**src/rtl/ss_deserializer_if.sv**
```systemverilog
// Bus bundle between the serial source and the framing receiver.
// master drives the serial line and strobes, slave returns the received words and status.
interface ss_deserializer_if #(
  parameter int unsigned DATA_W = 8
);
  logic              ena;
  logic              serial_in;
  logic              bit_en;
  logic [DATA_W-1:0] data_out;
  logic              data_valid;
  logic              parity_err;
  logic              frame_err;
  logic              busy;
  logic [7:0]        frame_cnt;

  modport master (
    output ena,
    output serial_in,
    output bit_en,
    input  data_out,
    input  data_valid,
    input  parity_err,
    input  frame_err,
    input  busy,
    input  frame_cnt
  );

  modport slave (
    input  ena,
    input  serial_in,
    input  bit_en,
    output data_out,
    output data_valid,
    output parity_err,
    output frame_err,
    output busy,
    output frame_cnt
  );
endinterface

```
**src/rtl/ss_deserializer.sv**
```systemverilog
// Serial-to-parallel framing receiver: start bit, DATA_W data bits LSB first,
// parity bit, stop bit. Delivers words with parity/framing status and counts
// good frames (wrapping 8-bit counter).
module ss_deserializer #(
  parameter int unsigned DATA_W     = 8,
  parameter int unsigned PARITY_ODD = 0
) (
  input logic               clk,
  input logic               rst_n,
  ss_deserializer_if.slave  bus
);

  localparam int unsigned CntW   = (DATA_W > 1) ? $clog2(DATA_W) : 1;
  localparam logic        ParOdd = (PARITY_ODD != 0);
  localparam logic [CntW-1:0] LastBit = CntW'(DATA_W - 1);

  typedef enum logic [1:0] {
    StIdle,
    StData,
    StParity,
    StStop
  } state_e;

  state_e            state_q, state_d;
  logic [CntW-1:0]   bit_cnt_q, bit_cnt_d;
  logic [DATA_W-1:0] shift_q, shift_d;
  logic              mismatch_q, mismatch_d;
  logic [DATA_W-1:0] data_q, data_d;
  logic              valid_q, valid_d;
  logic              perr_q, perr_d;
  logic              ferr_q, ferr_d;
  logic [7:0]        cnt_q, cnt_d;

  logic bit_ev;
  assign bit_ev = bus.ena & bus.bit_en;

  // State, datapath and registered outputs; reset clears everything immediately.
  always_ff @(posedge clk or negedge rst_n) begin
    if (!rst_n) begin
      state_q    <= StIdle;
      bit_cnt_q  <= '0;
      shift_q    <= '0;
      mismatch_q <= 1'b0;
      data_q     <= '0;
      valid_q    <= 1'b0;
      perr_q     <= 1'b0;
      ferr_q     <= 1'b0;
      cnt_q      <= '0;
    end else begin
      state_q    <= state_d;
      bit_cnt_q  <= bit_cnt_d;
      shift_q    <= shift_d;
      mismatch_q <= mismatch_d;
      data_q     <= data_d;
      valid_q    <= valid_d;
      perr_q     <= perr_d;
      ferr_q     <= ferr_d;
      cnt_q      <= cnt_d;
    end
  end

  // Next-state: everything holds unless a bit event occurs; pulses default low every cycle.
  always_comb begin
    state_d    = state_q;
    bit_cnt_d  = bit_cnt_q;
    shift_d    = shift_q;
    mismatch_d = mismatch_q;
    data_d     = data_q;
    cnt_d      = cnt_q;
    valid_d    = 1'b0;
    perr_d     = 1'b0;
    ferr_d     = 1'b0;

    if (bit_ev) begin
      unique case (state_q)
        StIdle: begin
          if (!bus.serial_in) begin
            state_d   = StData;
            bit_cnt_d = '0;
            shift_d   = '0;
          end
        end
        StData: begin
          // Right shift so the first data bit lands in bit 0.
          shift_d = {bus.serial_in, shift_q[DATA_W-1:1]};
          if (bit_cnt_q == LastBit) begin
            state_d = StParity;
          end else begin
            bit_cnt_d = bit_cnt_q + 1'b1;
          end
        end
        StParity: begin
          mismatch_d = (^shift_q) ^ bus.serial_in ^ ParOdd;
          state_d    = StStop;
        end
        StStop: begin
          // A low stop bit is a framing error, never a new start bit.
          if (bus.serial_in) begin
            data_d  = shift_q;
            valid_d = 1'b1;
            perr_d  = mismatch_q;
            if (!mismatch_q) begin
              cnt_d = cnt_q + 8'd1;
            end
          end else begin
            ferr_d = 1'b1;
          end
          state_d = StIdle;
        end
        default: state_d = StIdle;
      endcase
    end
  end

  assign bus.data_out   = data_q;
  assign bus.data_valid = valid_q;
  assign bus.parity_err = perr_q;
  assign bus.frame_err  = ferr_q;
  assign bus.busy       = (state_q != StIdle);
  assign bus.frame_cnt  = cnt_q;

endmodule

```
**src/flat_wrapper.sv**
```systemverilog
// flat-port wrapper written by rule: the top's interface ports become plain ports
module ss_deserializer_flat 
#(
  parameter int unsigned DATA_W     = 8,
  parameter int unsigned PARITY_ODD = 0
)
  (clk, rst_n, bus_ena, bus_serial_in, bus_bit_en, bus_data_out, bus_data_valid, bus_parity_err, bus_frame_err, bus_busy, bus_frame_cnt);
  ss_deserializer_if #(.DATA_W(DATA_W)) bus_i ();
  input logic clk;
  input logic rst_n;
  input wire logic [$bits(bus_i.ena)-1:0] bus_ena;
  input wire logic [$bits(bus_i.serial_in)-1:0] bus_serial_in;
  input wire logic [$bits(bus_i.bit_en)-1:0] bus_bit_en;
  output wire logic [$bits(bus_i.data_out)-1:0] bus_data_out;
  output wire logic [$bits(bus_i.data_valid)-1:0] bus_data_valid;
  output wire logic [$bits(bus_i.parity_err)-1:0] bus_parity_err;
  output wire logic [$bits(bus_i.frame_err)-1:0] bus_frame_err;
  output wire logic [$bits(bus_i.busy)-1:0] bus_busy;
  output wire logic [$bits(bus_i.frame_cnt)-1:0] bus_frame_cnt;
  assign bus_i.ena = bus_ena;
  assign bus_i.serial_in = bus_serial_in;
  assign bus_i.bit_en = bus_bit_en;
  assign bus_data_out = bus_i.data_out;
  assign bus_data_valid = bus_i.data_valid;
  assign bus_parity_err = bus_i.parity_err;
  assign bus_frame_err = bus_i.frame_err;
  assign bus_busy = bus_i.busy;
  assign bus_frame_cnt = bus_i.frame_cnt;
  ss_deserializer #(.DATA_W(DATA_W), .PARITY_ODD(PARITY_ODD)) u_core (.clk(clk), .rst_n(rst_n), .bus(bus_i));
endmodule
```
**config.mk**
```make
export PLATFORM = sky130hd
export DESIGN_NAME = ss_deserializer_flat
export DESIGN_NICKNAME = d
export VERILOG_FILES = /design/src/rtl/ss_deserializer_if.sv /design/src/rtl/ss_deserializer.sv /design/src/flat_wrapper.sv
export SDC_FILE = /design/constraint.sdc
export NUM_CORES = 1
export LEC_CHECK = 0
export ABC_AREA = 1
export CORE_UTILIZATION = 55
export CTS_BUF_LIST = sky130_fd_sc_hd__clkbuf_2
export DETAILED_ROUTE_END_ITERATION = 6
export GPL_TIMING_DRIVEN = 0
export PLACE_DENSITY = 0.81
export SYNTH_ARGS = -nofsm -noshare
export SYNTH_HDL_FRONTEND = slang
export SYNTH_SLANG_ARGS = --single-unit
```
**constraint.sdc**
```tcl
create_clock -name clk -period 1.7 [get_ports clk]
set_clock_uncertainty 0.15 [all_clocks]
set_input_delay 0.51 -clock clk [delete_from_list [all_inputs] [get_ports clk]]
set_output_delay 0.51 -clock clk [all_outputs]
set_load 0.005 [all_outputs]
```
==> metrics.log, run 1 <==
[metrics] outcome: finished, violations left
[metrics] violations in the final reports: setup timing
[metrics] final wirelength: 3410 µm
[metrics] endpoint class of the critical path: primary output
[metrics] netlist area before placement: 0.00162 mm²
[metrics] final-stage net count: 258
[metrics] crit-path max cell delay: 0.43 ns
[metrics] leading area contributor after synthesis: sky130_fd_sc_hd__dfrtp_1
[metrics] Leak: 1.20 nW
[metrics] maximum level of the CTS H-tree: 2
[metrics] Hold Vio Cnt, Final: 0
[metrics] 1st-iter DRT viols: 20
[metrics] top-area cell type share of the netlist area: 0.510
[metrics] GRT Util Overall: 0.229
[metrics] diode insertion count for antenna repair: 0
[metrics] number of synthesis warnings: 0
[metrics] crit path launch type: flip-flop
[metrics] most frequent standard cell in the layout excluding fill and tap cells: sky130_fd_sc_hd__nand2_1
[metrics] number of hold buffers added after CTS: 0
[metrics] count of standard-cell rows: 19
[metrics] die area: 0.00317 mm²
[metrics] post-route clock period utilization: 1.08
[metrics] MaxCap Viol Count: 0
[metrics] arrival time reported for the critical path endpoint: between 1 and 1.5 ns
[metrics] I/O pin cnt: 25
[metrics] syn avg cell area: 8.85 µm²
[metrics] slew of the pin with the lowest slew margin: 0.707 ns
[metrics] number of different library cells in the post-synthesis netlist: 23
[metrics] power per standard cell area: 1570 mW/mm²
[metrics] Worst VDD drop: 1220 µV
[metrics] final weighted congestion in routability-driven placement: about 0.76
[metrics] number of antenna violations at the first check in global routing: 0
[metrics] core occupancy in the finished layout: 0.799
[metrics] routed wirelength normalized by instance count: 12.3 µm
[metrics] aggregate global routing overflow: 0
[metrics] pin count of the biggest net entering global routing: 34
[metrics] horizontal extent of the die: 56.3 µm
[metrics] Gate Count Post-Synth: about 180
[metrics] crit path max fanout: 2
[metrics] vias in the first global route: 1318
[metrics] slew margin rel.: 0.529
[metrics] number of I/O port buffers: 24
[metrics] placeable core region: 0.00278 mm²
[metrics] final HPWL from detailed placement: 2140 µm
[metrics] total power after layout: 0.00349 W
[metrics] number of nets still failing antenna checks after routing: 0
[metrics] portion of the post-synthesis area used by sequential elements: 0.510
[metrics] starting utilization of the core area: 0.583
[metrics] final worst setup slack: -0.138 ns
[metrics] min cycle time layout: around 1.8 ns
[metrics] proportion of layout cells with a drive suffix above 1: 0.276
[metrics] worst hold slack across all endpoints: 0.0111 ns
[metrics] Post-Place Worst Slack: -0.633 ns
[metrics] Setup-failing EPs final: 1
[metrics] critical-path cell list: inv_2 > ha_4 > inv_4 > buf_6
[metrics] classification of the worst setup path: reg -> out
[metrics] multi-input combinational cell area: approximately 730 µm²
[metrics] sequential cell area: 826 µm²
[metrics] WP data required: 1.04 ns
[metrics] post-route setup TNS: -0.138 ns
[metrics] number of buffers between clock root and the deepest sink: 2
[metrics] die height: 56.3 µm
[metrics] final max-slew violation count: 0
[metrics] clock-pin slew reported for the worst setup and hold paths after clock tree synthesis: ~0.17 ns
[metrics] clock net sink count: 33
[metrics] RSZ-0062 raised after global routing: true
[metrics] clk_lat worst skew: 0.37 ns
[metrics] TritonCTS clock tree: done
[metrics] count of state elements after synthesis: 33
[metrics] global-route wire length before repair: 5550 µm
[metrics] FMAX: roughly 540 MHz
[metrics] syn_nets: just under 200
[metrics] number of vias after detailed routing: 1418
[metrics] post-DR vias/cell: 5.12
[metrics] kind of path behind the tightest hold check: in -> async
[metrics] cell at the root of the clock tree: sky130_fd_sc_hd__clkbuf_2
[metrics] growth of design area from synthesis to finish: 37.1%
[metrics] highest-count cells in the layout ignoring fill and taps: 48 x sky130_fd_sc_hd__nand2_1, 33 x sky130_fd_sc_hd__dfrtp_1, 30 x sky130_fd_sc_hd__buf_4
[metrics] CTS Buf Count: 5
[metrics] # DRC: 0
[metrics] cell types with the largest area share after synthesis: sky130_fd_sc_hd__dfrtp_1 51%, sky130_fd_sc_hd__nand2_1 11%, sky130_fd_sc_hd__o21ai_0 6.8%, sky130_fd_sc_hd__inv_1 6.3%, sky130_fd_sc_hd__ha_1 6.2%
[metrics] Max stage delay cell, worst path: sky130_fd_sc_hd__dfrtp_1
[metrics] # fillers: 193
[metrics] first-pass iteration count of the detailed router: 4
## cells by family (layout without fill, tap and decap cells)
family / Yosys count / in the layout / share of synthesized area
flops: 33 / 33 / 0.510
fa+ha+maj: 8 / 8 / 0.0618
simple gates: 78 / 78 / 0.225
buf+inv: 31 / 94 / 0.0734
xor+xnor: 8 / 8 / 0.0432
compound gates: 25 / 25 / 0.0865
## final cells by class
type,count,area share
tap,31,0.0175
timing repair buffer,55,0.203
clock inverter,2,0.00450
inverter,28,0.0495
clock buffer,6,0.0135
multi-input combinational,119,0.331
buffer,3,0.00957
sequential,33,0.372
## stage by stage
stage | instances | area, µm²
after floorplan | 183 | 1620
after global placement | 238 | 1900
after detailed placement | 238 | 1900
after CTS | 266 | 2110
after global routing | 277 | 2220
final | 277 | 2220
## layer usage
layer / GRT usage / vias up / wire length (µm)
li1: - / 697 / -
met1: 0.285 / 681 / 1490
met2: 0.388 / 32 / 1730
met3: 0.0645 / 8 / 125
met4: 0.0732 / 0 / 58
met5: 0 / - / 0
## cells in the mapped netlist
master / number
sky130_fd_sc_hd__nand2_2: 1
sky130_fd_sc_hd__dfrtp_1: 33
sky130_fd_sc_hd__xor2_1: 6
sky130_fd_sc_hd__inv_2: 1
sky130_fd_sc_hd__clkbuf_1: 1
sky130_fd_sc_hd__nor2_8: 1
sky130_fd_sc_hd__inv_1: 27
sky130_fd_sc_hd__nor3_2: 1
sky130_fd_sc_hd__o21ai_0: 22
sky130_fd_sc_hd__nor2_1: 8
sky130_fd_sc_hd__ha_1: 8
sky130_fd_sc_hd__nor3_1: 1
sky130_fd_sc_hd__a21oi_1: 1
sky130_fd_sc_hd__nand3_1: 12
sky130_fd_sc_hd__nand4_1: 1
sky130_fd_sc_hd__xnor2_1: 2
sky130_fd_sc_hd__nand2_1: 49
sky130_fd_sc_hd__nor2_4: 1
sky130_fd_sc_hd__nand2_4: 2
sky130_fd_sc_hd__nand3_2: 1
sky130_fd_sc_hd__a21oi_4: 1
sky130_fd_sc_hd__a21oi_2: 1
sky130_fd_sc_hd__buf_2: 2
## worst max-delay path, delay by kind of cell, from the launching register on
kind | cells | cell delay (ns)
adders and majority gates | 1 | 0.16
DFF | 1 | 0.43
buffers and inverters | 3 | 0.23
## path summary, 6_finish.rpt
| path | start | end | slack, ns | depth (start not counted) |
|---|---|---|---|---|
| worst max-delay path | u_core.state_q[0] | bus_busy | -0.14 | 4 |
| worst min-delay path | rst_n | u_core.bus.data_valid | 0.01 | 1 |
| worst max register to register | u_core.state_q[0] | u_core.bus.frame_cnt[5] | 0.01 | 10 |
| worst min register to register | u_core.bit_cnt_q[1] | u_core.bit_cnt_q[1] | 0.36 | 2 |
| max in group asynchronous | rst_n | u_core.bus.frame_cnt[0] | 0.93 | 1 |
| min in group clk | u_core.bit_cnt_q[1] | u_core.bit_cnt_q[1] | 0.36 | 2 |
## timing repair
action,CTS,global route
buffers inserted,20,11
resized for setup,50,24
pin swaps,3,5
endpoints found under the setup margin,60,40
## power breakdown
part           leakage [nW]  internal (W)  switching [W]
Clock                0.0327      0.000103       0.000263
Combinational         0.735      0.000929       0.000912
Sequential            0.433       0.00107       0.000210
## sequential cells by signal, indices dropped and copies added, names as in the netlist
| register | count |
|---|---|
| u_core.bus.frame_err | 1 |
| u_core.shift_q | 8 |
| u_core.bit_cnt_q | 3 |
| u_core.state_q | 2 |
| u_core.bus.data_out | 8 |
| u_core.bus.data_valid | 1 |
| u_core.bus.parity_err | 1 |
| u_core.bus.frame_cnt | 8 |
| u_core.mismatch_q | 1 |
(Power assumes the default switching activity.)
==> run 2, diff against run 1 <==
CTS_CLUSTER_SIZE = 28   (was not set)
HOLD_SLACK_MARGIN = 0.02   (was not set)
==> results of run 2 <==
Final layout, timing and power as in run 1 (identical DEF).
